File: src/rtl/input_port_pkg.sv
// Shared definitions for the input_port_ctrl peripheral: load-type codes,
// address-region codes, and the RISC-V load formatter used by the read port.
package input_port_pkg;

    localparam logic [2:0] LB  = 3'b000;
    localparam logic [2:0] LH  = 3'b001;
    localparam logic [2:0] LW  = 3'b010;
    localparam logic [2:0] LBU = 3'b100;
    localparam logic [2:0] LHU = 3'b101;

    localparam logic REG_DATA = 1'b0;
    localparam logic REG_CHG  = 1'b1;

    // Returns {misalign, data}. Misaligned or illegal loads return zero data.
    function automatic logic [32:0] load_fmt(input logic [31:0] word,
                                             input logic [1:0]  offset,
                                             input logic [2:0]  func3);
        logic [7:0]  b;
        logic [15:0] h;
        logic [32:0] r;
        case (offset)
            2'd0:    b = word[7:0];
            2'd1:    b = word[15:8];
            2'd2:    b = word[23:16];
            2'd3:    b = word[31:24];
            default: b = 8'h00;
        endcase
        h = offset[1] ? word[31:16] : word[15:0];
        case (func3)
            LB:      r = {1'b0, {24{b[7]}}, b};
            LBU:     r = {1'b0, 24'h000000, b};
            LH:      r = offset[0] ? {1'b1, 32'h0} : {1'b0, {16{h[15]}}, h};
            LHU:     r = offset[0] ? {1'b1, 32'h0} : {1'b0, 16'h0000, h};
            LW:      r = (offset != 2'b00) ? {1'b1, 32'h0} : {1'b0, word};
            default: r = 33'h0;
        endcase
        return r;
    endfunction

endpackage

File: src/rtl/input_debounce.sv
// One 32-bit input channel: multi-flop synchroniser, candidate/counter
// debouncer and committed stable value. commit pulses for the single cycle
// whose closing edge loads stable; diff is the bit-change that commit carries.
module input_debounce
    import input_port_pkg::*;
#(
    parameter int SYNC_STAGES     = 2,
    parameter int DEBOUNCE_CYCLES = 16
) (
    input  logic        clk,
    input  logic        rst_n,
    input  logic [31:0] raw,
    output logic [31:0] stable,
    output logic        commit,
    output logic [31:0] diff
);

    localparam int CNT_W = $clog2(DEBOUNCE_CYCLES + 1);
    localparam logic [CNT_W-1:0] CNT_MAX  = CNT_W'(DEBOUNCE_CYCLES);
    localparam logic [CNT_W-1:0] CNT_LAST = CNT_W'(DEBOUNCE_CYCLES - 1);

    logic [31:0]      sync_r [SYNC_STAGES];
    logic [31:0]      sync_s;
    logic [31:0]      cand_r;
    logic [CNT_W-1:0] cnt_r;
    logic [31:0]      stable_r;

    assign sync_s = sync_r[SYNC_STAGES-1];

    // Synchroniser shift, candidate tracking, saturating stability counter and commit.
    always_ff @(posedge clk or negedge rst_n) begin
        if (!rst_n) begin
            for (int i = 0; i < SYNC_STAGES; i++) begin
                sync_r[i] <= 32'h0;
            end
            cand_r   <= 32'h0;
            cnt_r    <= '0;
            stable_r <= 32'h0;
        end else begin
            sync_r[0] <= raw;
            for (int i = 1; i < SYNC_STAGES; i++) begin
                sync_r[i] <= sync_r[i-1];
            end
            if (sync_s != cand_r) begin
                cand_r <= sync_s;
                cnt_r  <= '0;
            end else if (cnt_r < CNT_MAX) begin
                cnt_r <= cnt_r + CNT_W'(1);
                if (cnt_r == CNT_LAST) begin
                    stable_r <= cand_r;
                end
            end
        end
    end

    assign stable = stable_r;
    assign commit = (sync_s == cand_r) && (cnt_r == CNT_LAST);
    assign diff   = stable_r ^ cand_r;

endmodule

File: src/rtl/input_port_ctrl.sv
// Multi-channel debounced input peripheral with sticky change flags and a
// registered RISC-V formatted load port. Optional feature macro
// INPUT_PORT_IRQ_EN adds per-channel irq masks (written through the data
// region) and a registered o_irq output.
module input_port_ctrl
    import input_port_pkg::*;
#(
    parameter int NUM_CH          = 4,
    parameter int SYNC_STAGES     = 2,
    parameter int DEBOUNCE_CYCLES = 16,
    parameter int ADDR_W          = $clog2(NUM_CH) + 3
) (
    input  logic                 i_clk,
    input  logic                 rst_n,
    input  logic [NUM_CH*32-1:0] i_raw,
    input  logic                 i_rden,
    input  logic                 i_wren,
    input  logic [ADDR_W-1:0]    i_addr,
    input  logic [2:0]           i_func3,
    input  logic [31:0]          i_wdata,
    output logic [31:0]          o_data,
    output logic                 o_valid,
    output logic                 o_misalign
`ifdef INPUT_PORT_IRQ_EN
    ,
    output logic                 o_irq
`endif
);

    logic [31:0]       stable_s [NUM_CH];
    logic [31:0]       diff_s   [NUM_CH];
    logic [NUM_CH-1:0] commit_s;
    logic [31:0]       chg_r    [NUM_CH];
    logic [31:0]       clr_s    [NUM_CH];
    logic [ADDR_W-1:0] ch_s;
    logic [31:0]       word_s;
    logic [32:0]       fmt_s;

    assign ch_s = i_addr >> 3'd3;

    genvar g;
    generate
        for (g = 0; g < NUM_CH; g++) begin : g_ch
            input_debounce #(
                .SYNC_STAGES     (SYNC_STAGES),
                .DEBOUNCE_CYCLES (DEBOUNCE_CYCLES)
            ) u_deb (
                .clk    (i_clk),
                .rst_n  (rst_n),
                .raw    (i_raw[32*g +: 32]),
                .stable (stable_s[g]),
                .commit (commit_s[g]),
                .diff   (diff_s[g])
            );
        end
    endgenerate

    // Write-1-to-clear masks, routed only to the addressed in-range channel.
    always_comb begin
        for (int k = 0; k < NUM_CH; k++) begin
            clr_s[k] = (i_wren && (i_addr[2] == REG_CHG) && (ch_s == ADDR_W'(k)))
                       ? i_wdata : 32'h0;
        end
    end

    // Sticky change flags: clear first, then OR in the commit diff so a set wins.
    always_ff @(posedge i_clk or negedge rst_n) begin
        if (!rst_n) begin
            for (int k = 0; k < NUM_CH; k++) begin
                chg_r[k] <= 32'h0;
            end
        end else begin
            for (int k = 0; k < NUM_CH; k++) begin
                chg_r[k] <= (chg_r[k] & ~clr_s[k]) | (commit_s[k] ? diff_s[k] : 32'h0);
            end
        end
    end

    // Source word selection; out-of-range channels read as zero.
    always_comb begin
        word_s = 32'h0;
        for (int k = 0; k < NUM_CH; k++) begin
            word_s = (ch_s == ADDR_W'(k))
                     ? ((i_addr[2] == REG_CHG) ? chg_r[k] : stable_s[k])
                     : word_s;
        end
    end

    assign fmt_s = load_fmt(word_s, i_addr[1:0], i_func3);

    // Registered read port: data/misalign hold between loads, valid pulses per load.
    always_ff @(posedge i_clk or negedge rst_n) begin
        if (!rst_n) begin
            o_data     <= 32'h0;
            o_valid    <= 1'b0;
            o_misalign <= 1'b0;
        end else begin
            o_valid <= i_rden;
            if (i_rden) begin
                o_data     <= fmt_s[31:0];
                o_misalign <= fmt_s[32];
            end else begin
                o_data     <= o_data;
                o_misalign <= o_misalign;
            end
        end
    end

`ifdef INPUT_PORT_IRQ_EN
    logic [31:0] mask_r [NUM_CH];
    logic        irq_s;

    // Irq mask registers, written by stores to the data region of a channel.
    always_ff @(posedge i_clk or negedge rst_n) begin
        if (!rst_n) begin
            for (int k = 0; k < NUM_CH; k++) begin
                mask_r[k] <= 32'h0;
            end
        end else begin
            for (int k = 0; k < NUM_CH; k++) begin
                if (i_wren && (i_addr[2] == REG_DATA) && (ch_s == ADDR_W'(k))) begin
                    mask_r[k] <= i_wdata;
                end else begin
                    mask_r[k] <= mask_r[k];
                end
            end
        end
    end

    // Any masked flag pending across all channels.
    always_comb begin
        irq_s = 1'b0;
        for (int k = 0; k < NUM_CH; k++) begin
            irq_s = irq_s | (|(chg_r[k] & mask_r[k]));
        end
    end

    // Registered interrupt output.
    always_ff @(posedge i_clk or negedge rst_n) begin
        if (!rst_n) begin
            o_irq <= 1'b0;
        end else begin
            o_irq <= irq_s;
        end
    end
`endif

endmodule

File: config.mk
export PLATFORM = sky130hd
export DESIGN_NAME = input_port_ctrl
export DESIGN_NICKNAME = d
export VERILOG_FILES = /design/src/rtl/input_port_pkg.sv /design/src/rtl/input_debounce.sv /design/src/rtl/input_port_ctrl.sv
export SDC_FILE = /design/constraint.sdc
export NUM_CORES = 1
export LEC_CHECK = 0
export ABC_AREA = 1
export CAP_MARGIN = 5
export CORE_MARGIN = 2
export CORE_UTILIZATION = 45
export CTS_BUF_LIST = sky130_fd_sc_hd__clkbuf_8 sky130_fd_sc_hd__clkbuf_16
export CTS_CLUSTER_DIAMETER = 50
export CTS_CLUSTER_SIZE = 24
export DETAILED_ROUTE_END_ITERATION = 8
export GPL_TIMING_DRIVEN = 0
export PLACE_DENSITY_LB_ADDON = 0.05
export SYNTH_ARGS = -nofsm -noshare
export SYNTH_HDL_FRONTEND = slang
export SYNTH_SLANG_ARGS = --single-unit
File: constraint.sdc
create_clock -name i_clk -period 2.5 [get_ports i_clk]
set_input_delay 0.375 -clock i_clk [delete_from_list [all_inputs] [get_ports i_clk]]
set_output_delay 0.375 -clock i_clk [all_outputs]
set_load 0.05 [all_outputs]
==> reports/qor.yml, run 1 <==
path_class: "flip-flop to flip-flop"
ys_ff_latch: 694
root_buffer: "clkbuf_16"
cts_tree: "built"
insertion_delay_ns: 0.64
gr-total-overflow: 0
syn_nets: 3313
synthFlopType: "dfrtp_1"
hold_path_class: "primary input to flip-flop"
routed_via_density: 5.14
finalCoreUtilization_pct: 55.0
htreeDepth: 3
die_h_microns: 258
grt_start_max_net_pins: 122
fp.coreArea_sq_um: 64100
skew_ns: 0.0362
cp_cell_sequence: "inv_2 -> nor2_1 -> nor2_1 -> nand4_1 -> nor2_4 -> nand2_2 -> nor2_4 -> buf_6 -> nand3_4 -> clkbuf_16 -> o21ai_2"
synth_enable_flop_cells: 0
hpwl_mm: 71.5
critical_path_peak_fanout: 5
timing.slew.headroom_pct: 52.2
drive_gt1_share_pct: 8.86
drt_iter0_markers: 2155
antenna_left: 0
maxClockFrequency_ghz: 0.405
max-cap-violations: 0
tightest_slew_ns: 0.711
maxSlewViolCount: 0
synth_fa_ha_area_share_pct: 0.345
power_density_nw_per_um2: 751
num_vias: 22400
status: "completed"
grt_first_pass_wirelength_mm: 141
yosysTopAreaCell: "dfrtp_1"
synth_xor_area_share_pct: 6.63
cellLeakagePower_nw: 17.4
critPathBufInv: 3
setup_viol: 0
async_flop_share_pct: 100
yosysTopAreaCellShare_pct: 59.8
synth_cell_types: 44
rows: 93
die_area_sq_um: 66600
die_w_microns: 258
cts.sinks: 694
synth.top_cells.by_count: "nand2_1, dfrtp_1, inv_1"
nets: 3618
cts_buffers: 72
antenna_found_initial: 3
max_stage_delay_ns: 0.41
clkSlewWorstSetupHoldPaths_ns: 0.08
initial_core_util_pct: 45.3
drc: 0
synth.most_common_cell: "nand2_1"
yosys-top-cells-area: "dfrtp_1, nand2_1, xor2_1, inv_1, nand3_1"
crit_required_ns: 3.05
dr.pass1.iters: 5
synth_mux_area_share_pct: 0
grt_pass1_vias: 22000
syn_to_final_growth_pct: 21.5
synth_compound_area_share_pct: 5.28
syn_inst: 3133
gp_congestion: 0.969
track_usage_pct: 28.9
crit_family: "simple AND/OR/NAND/NOR gates"
port_buffers: 202
yosys_warnings: 0
worstPathArrival_ns: 3.02
wl_mm: 95.3
syn_area_sq_um: 29100
wl_per_cell_microns: 21.9
endpoint_kind: "flip-flop"
hold_violations: 0
synth-simple-area-share_pct: 20.3
finalInstanceArea_sq_um: 35300
synth_top_family_by_area: "simple AND/OR/NAND/NOR gates"
placed_cell_area_sq_um: 32300
place_inst: 4196
critical_path.startpoint_type: "flip-flop"
rsz0062_at_grt: "true"
crit_slowest_cell: "nand4_1"
synth.avg_cell_area_sq_um: 9.27
synth-seq-area-share_pct: 59.8
min_period_ns: 2.47
final_cells: 4355
cts.path.max_buffers: 3
fin_crit_sh_pct: 98.7
peakVddDrop_uv: 630
num_io_pins: 206
## layout by cell type (no fill, tap or decap), types with 13 or more instances in the layout
cell	netlist	final
clkdlybuf4s50_1	0	201
clkbuf_1	168	159
clkinv_8	0	13
nand3_1	179	179
nand2_1	952	947
nor2_1	166	165
clkbuf_16	0	75
xnor2_1	41	41
nand4_1	55	55
dfrtp_1	694	692
o21ai_1	42	34
a21oi_1	44	43
nor3_1	19	19
buf_2	28	24
xor2_1	179	179
buf_6	28	30
inv_1	248	248
o21ai_0	173	171
buf_4	19	35
o211ai_1	20	20
## logic make-up after synthesis
| logic type | count (synthesis) |
|---|---|
| XOR/XNOR | 220 |
| buffers and inverters | 502 |
| AND/OR/NAND/NOR | 1420 |
| AO/OA/AOI/OAI | 289 |
| flip-flops | 694 |
| adder cells (fa/ha/maj) | 8 |
## per-stage QoR
stage          hold WS, ns  power [W]  setup WS [ns]  setup TNS [ns]
5_1_grt              0.145     0.0275        -0.0468          -0.383
2_1_floorplan       0.0794     0.0138          0.529               0
4_1_cts              0.135     0.0267       0.000710               0
6_report             0.160     0.0265         0.0332               0
3_5_place_dp         0.335     0.0151         -0.670          -43.16
3_3_place_gp         0.331     0.0151         -29.60               -
## sequential cells by signal, summed over array words and instances (netlist names)
name               count
g_ch.u_deb.cnt_r      20
o_data                32
g_ch.u_deb.sync_s    128
o_valid                1
o_misalign             1
g_ch.u_deb.cand_r    128
g_ch.u_deb.stable    128
g_ch.u_deb.sync_r    128
chg_r                128
## repair_timing
item,in CTS,in global routing
setup endpoints to repair,131,155
gates cloned,0,3
setup buffers,4,16
hold endpoints to repair,78,0
resized for setup,17,39
hold buffers,1,0
pin swaps,3,6
## layout make-up
| type | instances | area, sq um |
|---|---|---|
| antenna | 2 | 5.00 |
| buffer | 244 | 1280 |
| clock buffer | 78 | 1910 |
| clock inverter | 56 | 696 |
| fill | 5821 | 28800 |
| inverter | 257 | 972 |
| multi-input combinational | 1939 | 9570 |
| sequential | 694 | 17400 |
| tap | 855 | 1070 |
| timing repair buffer | 230 | 2430 |
## power by group
| group | internal (W) | switching, W |
|---|---|---|
| clock | 0.00622 | 0.00529 |
| combinational | 0.000934 | 0.00161 |
| sequential | 0.0119 | 0.000489 |
## final timing paths
kind | startpoint | endpoint | slack [ns] | depth (start not counted)
hold / removal | i_raw[1] | g_ch[0].u_deb.sync_r[33] | 0.16 | 1
max in group asynchronous | rst_n | g_ch[2].u_deb.cand_r[17] | 0.78 | 4
setup reg to reg | g_ch[3].u_deb.cand_r[19] | g_ch[3].u_deb.stable[17] | 0.03 | 11
hold reg to reg | g_ch[0].u_deb.sync_r[38] | g_ch[0].u_deb.sync_s[6] | 0.34 | 0
setup / recovery | g_ch[3].u_deb.cand_r[19] | g_ch[3].u_deb.stable[17] | 0.03 | 11
min in group asynchronous | rst_n | g_ch[3].u_deb.sync_r[49] | 0.36 | 2
## per-layer routing
metal,vias up,wire length (microns),track usage (%),share of wire (%)
li1,10300,-,-,-
met1,11100,43000,41.6,45
met2,808,42500,44.3,45
met3,152,6280,4.73,6.6
met4,2,3570,10.8,3.7
met5,-,17,0,0.018
Power figures use the tool's default switching activity.
==> run 2, diff against run 1 <==
--- a/config.mk
+++ b/config.mk
@@ -7,6 +7,7 @@
 export LEC_CHECK = 0
 export ABC_AREA = 1
 export CAP_MARGIN = 5
+export CORE_ASPECT_RATIO = 2
 export CORE_MARGIN = 2
 export CORE_UTILIZATION = 45
 export CTS_BUF_LIST = sky130_fd_sc_hd__clkbuf_8 sky130_fd_sc_hd__clkbuf_16
==> run 2 against run 1 <==
Net effect: die area increased by 0.18%; clock power decreased by 27%; combinational power about the same; critical path depth increased by 2; critical endpoint is now chg_r[26]; clock-buffer cell count decreased by 29; the run now ends with setup timing left; power decreased by 12%; highest routed layer is now met4; cell count decreased by 2.8%; hold slack improved by 0.038 ns; largest power group unchanged.
==> reports/qor.yml, run 2 (synthesized netlist as in run 1, its figures left out) <==
htreeDepth: 2  # was 3
setup_viol: 15  # was 0
path_class: "flip-flop to flip-flop"  # unchanged
root_buffer: "clkbuf_16"  # unchanged
hp-start: "i_raw[46]"  # was i_raw[1]
endpoint_kind: "flip-flop"  # unchanged
drc: 0  # unchanged
port_buffers: 202  # unchanged
finalSetupTns_ns: -0.126  # was 0 ns
wl_per_cell_microns: 22.8  # was 21.9 microns
die_w_microns: 184  # was 258 microns
routed_via_density: 5.10  # was 5.14
hold_path_class: "primary input to flip-flop"  # unchanged
peakVddDrop_uv: 668  # was 630 uV
r2r_start: "g_ch[3].u_deb.cand_r[7]"  # was g_ch[3].u_deb.cand_r[19]
grt_start_max_net_pins: 118  # was 122
tightest_slew_ns: 0.762  # was 0.711 ns
wl_mm: 96.4  # was 95.3 mm
grt_first_pass_wirelength_mm: 143  # was 141 mm
max-cap-violations: 0  # unchanged
power_density_nw_per_um2: 681  # was 751 nW/um^2
maxSlewViolCount: 0  # unchanged
maxClockFrequency_ghz: 0.394  # was 0.405 GHz
die_h_microns: 363  # was 258 microns
gr-total-overflow: 0  # unchanged
min_period_ns: 2.54  # was 2.47 ns
crit_required_ns: 3.03  # was 3.05 ns
initial_core_util_pct: 45.6  # was 45.3%
violations: "setup timing"
post-place-ws_ns: -0.573  # was -0.670 ns
n_fill_cell: 5956  # was 5821
whs_ns: 0.199  # was 0.160 ns
multi_input_area_sq_um: 9580  # was 9570 sq um
num_io_pins: 206  # unchanged
drt_iter0_markers: 1416  # was 2155
gp_congestion: 0.962  # was 0.969
holdPathStages: 1  # unchanged
final_cells: 4235  # was 4355
worstPathArrival_ns: 3.07  # was 3.02 ns
ff2ff_setup_slack_ns: -0.04  # was 0.03 ns
hold_end: "g_ch[1].u_deb.sync_r[46]"  # was g_ch[0].u_deb.sync_r[33]
fp.coreArea_sq_um: 63800  # was 64100 sq um
timing.final.ws_setup_ns: -0.0365  # was 0.0332 ns
die_area_sq_um: 66700  # was 66600 sq um
syn_to_final_growth_pct: 17.9  # was 21.5%
hold_violations: 0  # unchanged
critical_path.startpoint_type: "flip-flop"  # unchanged
rows: 131  # was 93
cts.sinks: 694  # unchanged
cellLeakagePower_nw: 17.0  # was 17.4 nW
critical_path_peak_fanout: 10  # was 5
timing.slew.headroom_pct: 49.2  # was 52.2%
antenna_left: 0  # unchanged
nets: 3584  # was 3618
r2r_end: "chg_r[26]"  # was g_ch[3].u_deb.stable[17]
num_vias: 21600  # was 22400
seq_area_sq_um: 17400  # unchanged
final_cell_mix: "nand2_1, dfrtp_1, inv_1"  # unchanged
cts.path.max_buffers: 3  # unchanged
place_inst: 4140  # was 4196
track_usage_pct: 29.5  # was 28.9%
cts_tree: "built"  # unchanged
reg2reg_depth: 13  # was 11
grt_pass1_vias: 22200  # was 22000
hpwl_mm: 75.1  # was 71.5 mm
antenna_found_initial: 2  # was 3
drive_gt1_share_pct: 7.48  # was 8.86%
final_common_cell: "nand2_1"  # unchanged
fin_crit_sh_pct: 101  # was 98.7%
cts_buffers: 45  # was 72
rsz0062_at_grt: "true"  # unchanged
status: "finished with violations"  # was completed
insertion_delay_ns: 0.61  # was 0.64 ns
skew_ns: 0.0323  # was 0.0362 ns
clkSlewWorstSetupHoldPaths_ns: 0.09  # was 0.08 ns
dr.pass1.iters: 6  # was 5
## run 2: changes by cell type in the layout (fill, tap and decap cells not counted), moves of 6 or more
cell | previous run | this run
inv_6 | 10 | 4
clkbuf_16 | 75 | 45
inv_8 | 12 | 3
clkinv_8 | 13 | 6
o21ai_2 | 11 | 4
o21ai_1 | 34 | 40
nand2_1 | 947 | 937
## run 2: area by class of cell
class	instances	share of cell area, %
Buffer	244	3.87
Tap cell	798	2.92
Clock inverter	30	1.23
Sequential cell	694	50.7
Inverter	257	2.84
Antenna cell	1	0.00731
Timing Repair Buffer	225	7.01
Multi-Input combinational cell	1937	28.0
Clock buffer	49	3.45
## run 2: repair_timing
| item | in CTS | in global routing |
|---|---|---|
| endpoints found under the setup margin | 254 | 74 |
| hold endpoints to repair | 60 | 0 |
| hold buffers | 1 | 0 |
| pin swaps | 11 | 3 |
| setup buffers | 13 | 1 |
| gates cloned | 1 | 0 |
| gates resized for setup | 40 | 28 |
## run 2: worst max path at each step
| stage | startpoint | endpoint | slack, ns | cells after the start |
|---|---|---|---|---|
| after floorplan | g_ch[0].u_deb.cnt_r[4] | chg_r[100] | 0.53 | 10 |
| after global placement | rst_n | g_ch[0].u_deb.sync_s[6] | -29.38 | 1 |
| after detailed placement | g_ch[3].u_deb.cand_r[9] | g_ch[3].u_deb.stable[0] | -0.57 | 9 |
| after CTS | g_ch[3].u_deb.cand_r[4] | chg_r[26] | -0.03 | 12 |
| after global routing | g_ch[3].u_deb.cand_r[4] | chg_r[26] | -0.06 | 12 |
| final | g_ch[3].u_deb.cand_r[7] | chg_r[26] | -0.04 | 13 |
## run 2: where the power goes
group	internal, W	switching, W
clock network	0.00404	0.00431
registers	0.0119	0.000503
logic	0.000941	0.00159
## run 2: per-stage QoR
step	area, sq um	utilization (%)	power [W]
finish	34200	53.7	0.0233
global route	34200	53.7	0.0243
CTS	34200	53.6	0.0236
detailed placement	32300	50.6	0.0152
global placement	32100	50.3	0.0151
floorplan	29100	-	0.0138
## run 2: worst max-delay path: stages (launching register included)
cell     delay, ns
dfrtp_1       0.41
inv_1         0.08
nor2_1        0.04
nor2_1        0.10
nand4_1       0.41
nor2_2        0.36
nand2_1       0.18
nor2_4        0.20
inv_4         0.05
nor2_4        0.15
buf_12        0.18
buf_8         0.14
nand2_1       0.08
nand2_1       0.07
## run 2: metal layers
metal | share of wire (%) | vias up | wire length, microns | GRT usage [%]
li1 | - | 10200 | - | -
met1 | 36 | 10500 | 35000 | 32.5
met2 | 52 | 631 | 49800 | 53.3
met3 | 3.7 | 228 | 3570 | 2.75
met4 | 8.4 | 0 | 8050 | 20.3
met5 | 0 | - | 0 | 0
==> run 3, diff against run 2 <==
--- a/config.mk
+++ b/config.mk
@@ -6,13 +6,13 @@
 export NUM_CORES = 1
 export LEC_CHECK = 0
 export ABC_AREA = 1
-export CAP_MARGIN = 5
+export ABC_CLOCK_PERIOD_IN_PS = 2500
+export CAP_MARGIN = 20
 export CORE_ASPECT_RATIO = 2
 export CORE_MARGIN = 2
 export CORE_UTILIZATION = 45
 export CTS_BUF_LIST = sky130_fd_sc_hd__clkbuf_8 sky130_fd_sc_hd__clkbuf_16
 export CTS_CLUSTER_DIAMETER = 50
-export CTS_CLUSTER_SIZE = 24
 export DETAILED_ROUTE_END_ITERATION = 8
 export GPL_TIMING_DRIVEN = 0
 export PLACE_DENSITY_LB_ADDON = 0.05
==> run 3 against run 2 <==
Net effect: the run now ends clean; sequential power is essentially flat; maximum frequency is 1.5% higher; non-clock buffer count down 1; design area increased by 1.7%; largest power group unchanged; register-to-register slack gained 0.04 ns; combinational power about the same; cell count increased by 0.85%; clock power is 23% higher; global-route usage up 0.45 points; routed wire length up 0.66%.
==> reports/qor.yml, run 3 (synthesized netlist as in run 1, its figures left out) <==
setup_viol: 0  # was 15
hpwl_mm: 75.1  # unchanged
finalCoreUtilization_pct: 54.6  # was 53.7%
grt_pass1_vias: 22500  # was 22200
cellLeakagePower_nw: 17.3  # was 17.0 nW
reg2reg_depth: 13  # unchanged
crit_slowest_cell: "nand4_1"  # was dfrtp_1
endpoint_kind: "flip-flop"  # unchanged
timing.final.ws_setup_ns: 0.000488  # was -0.0365 ns
antenna_left: 0  # unchanged
grt_first_pass_wirelength_mm: 143  # about the same
cts.path.max_buffers: 3  # unchanged
cpMostUsedCell: "nand2_1"  # unchanged
holdPathStages: 1  # unchanged
cp_cell_sequence: "inv_1 -> nor2_1 -> nor2_1 -> nand4_1 -> nor2_2 -> nand2_1 -> nor2_4 -> inv_4 -> nor2_4 -> buf_12 -> clkbuf_16 -> nand2_1 -> nand2_1"  # was inv_1 -> nor2_1 -> nor2_1 -> nand4_1 -> nor2_2 -> nand2_1 -> nor2_4 -> inv_4 -> nor2_4 -> buf_12 -> buf_8 -> nand2_1 -> nand2_1
cts_buffers: 66  # was 45
track_usage_pct: 30.0  # was 29.5%
gr-total-overflow: 0  # unchanged
path_class: "flip-flop to flip-flop"  # unchanged
worstPathArrival_ns: 3.08  # was 3.07 ns
num_vias: 21800  # was 21600
critical_path_peak_fanout: 8  # was 10
wl_mm: 97.0  # was 96.4 mm
cts.sinks: 694  # unchanged
tightest_slew_ns: 0.756  # was 0.762 ns
multi_input_area_sq_um: 9530  # was 9580 sq um
dr.pass1.iters: 5  # was 6
peakVddDrop_uv: 717  # was 668 uV
die_h_microns: 363  # unchanged
die_area_sq_um: 66700  # unchanged
hold_violations: 0  # unchanged
power_w: 0.0253  # was 0.0233 W
final_cell_mix: "nand2_1, dfrtp_1, inv_1"  # unchanged
drive_gt1_share_pct: 7.95  # was 7.48%
grt_start_max_net_pins: 118  # unchanged
routed_via_density: 5.10  # about the same
antenna_cells: 0  # was 1
n_fill_cell: 5912  # was 5956
min_period_ns: 2.50  # was 2.54 ns
seq_area_sq_um: 17400  # unchanged
skew_ns: 0.0232  # was 0.0323 ns
num_io_pins: 206  # unchanged
root_buffer: "clkbuf_16"  # unchanged
drc: 0  # unchanged
drt_iter0_markers: 1481  # was 1416
maxSlewViolCount: 0  # unchanged
cts_tree: "built"  # unchanged
status: "completed"  # was finished with violations
syn_to_final_growth_pct: 19.9  # was 17.9%
max-cap-violations: 0  # unchanged
htreeDepth: 3  # was 2
maxClockFrequency_ghz: 0.400  # was 0.394 GHz
insertion_delay_ns: 0.65  # was 0.61 ns
port_buffers: 202  # unchanged
fin_crit_sh_pct: 100  # was 101%
post-place-ws_ns: -0.573  # unchanged
timing.slew.headroom_pct: 49.6  # was 49.2%
fp.coreArea_sq_um: 63800  # unchanged
clkSlewWorstSetupHoldPaths_ns: 0.06  # was 0.09 ns
max_stage_delay_ns: 0.41  # about the same
antenna_found_initial: 2  # unchanged
initial_core_util_pct: 45.6  # unchanged
rsz0062_at_grt: "true"  # unchanged
nets: 3604  # was 3584
crit_required_ns: 3.09  # was 3.03 ns
rows: 131  # unchanged
hold_path_class: "primary input to flip-flop"  # unchanged
final_common_cell: "nand2_1"  # unchanged
die_w_microns: 184  # unchanged
gp_congestion: 0.962  # unchanged
critical_path.startpoint_type: "flip-flop"  # unchanged
power_density_nw_per_um2: 725  # was 681 nW/um^2
finalSetupTns_ns: 0  # was -0.126 ns
wl_per_cell_microns: 22.7  # was 22.8 microns
whs_ns: 0.159  # was 0.199 ns
-- run 3: cell count changes in the layout (fill, tap and decap cells not counted), moves of 4 or more --
cell,previous run,this run
clkbuf_16,45,70
clkinv_2,0,11
nand2_1,937,947
inv_1,249,257
clkinv_8,6,0
clkbuf_8,5,10
inv_12,5,0
nand2_2,17,12
nand2_4,5,0
buf_4,32,28
-- run 3: final timing paths --
kind | from | endpoint | slack (ns)
worst min register to register | g_ch[1].u_deb.sync_r[57] | g_ch[1].u_deb.sync_s[25] | 0.34
min in group asynchronous | rst_n | g_ch[3].u_deb.cnt_r[2] | 0.24
worst max register to register | g_ch[3].u_deb.cand_r[7] | chg_r[6] | 0.0005
worst max-delay path | g_ch[3].u_deb.cand_r[7] | chg_r[6] | 0.0005
max in group asynchronous | rst_n | g_ch[0].u_deb.sync_s[12] | 0.49
worst min-delay path | i_raw[112] | g_ch[3].u_deb.sync_r[48] | 0.16
-- run 3: cell type report --
type | count | share of cell area, %
clock inverter | 41 | 1.12
multi-input combinational | 1937 | 27.4
inverter | 257 | 2.79
buffer | 244 | 3.86
sequential | 694 | 49.9
clock buffer | 76 | 5.17
tap | 798 | 2.87
timing repair buffer | 224 | 6.96
-- run 3: worst max-delay path: cells and delay by family, from the launching register on --
family | cells | cell delay (ns)
buffers and inverters | 4 | 0.48
flip-flops | 1 | 0.40
AND/OR/NAND/NOR | 9 | 1.50
-- run 3: per-layer routing --
| metal | vias to the layer above | GRT usage, % | wire length [microns] |
|---|---|---|---|
| met5 | - | 0 | 10 |
| met3 | 244 | 3.27 | 3920 |
| li1 | 10300 | - | - |
| met2 | 680 | 53.5 | 50000 |
| met4 | 2 | 22.7 | 8360 |
| met1 | 10600 | 32.3 | 34700 |
-- run 3: repair_timing --
| action | 4_1_cts | 5_1_grt |
|---|---|---|
| cloned | 0 | 3 |
| hold buffers | 1 | 0 |
| pin swaps | 11 | 3 |
| endpoints found under the setup margin | 254 | 59 |
| gates resized for setup | 42 | 16 |
| buffers inserted | 9 | 2 |
| hold endpoints to repair | 60 | 0 |
-- run 3: stage by stage --
step | instance area (sq um) | cells
floorplan | 29100 | 3133
global placement | 32100 | 4133
detailed placement | 32300 | 4140
CTS | 34700 | 4266
global route | 34800 | 4271
finish | 34800 | 4271
-- run 3: power by group --
group          switching (W)  total, W  internal (W)
sequential          0.000500    0.0125        0.0120
clock                0.00447    0.0103       0.00581
combinational        0.00159   0.00253      0.000938
total                0.00656    0.0253        0.0187
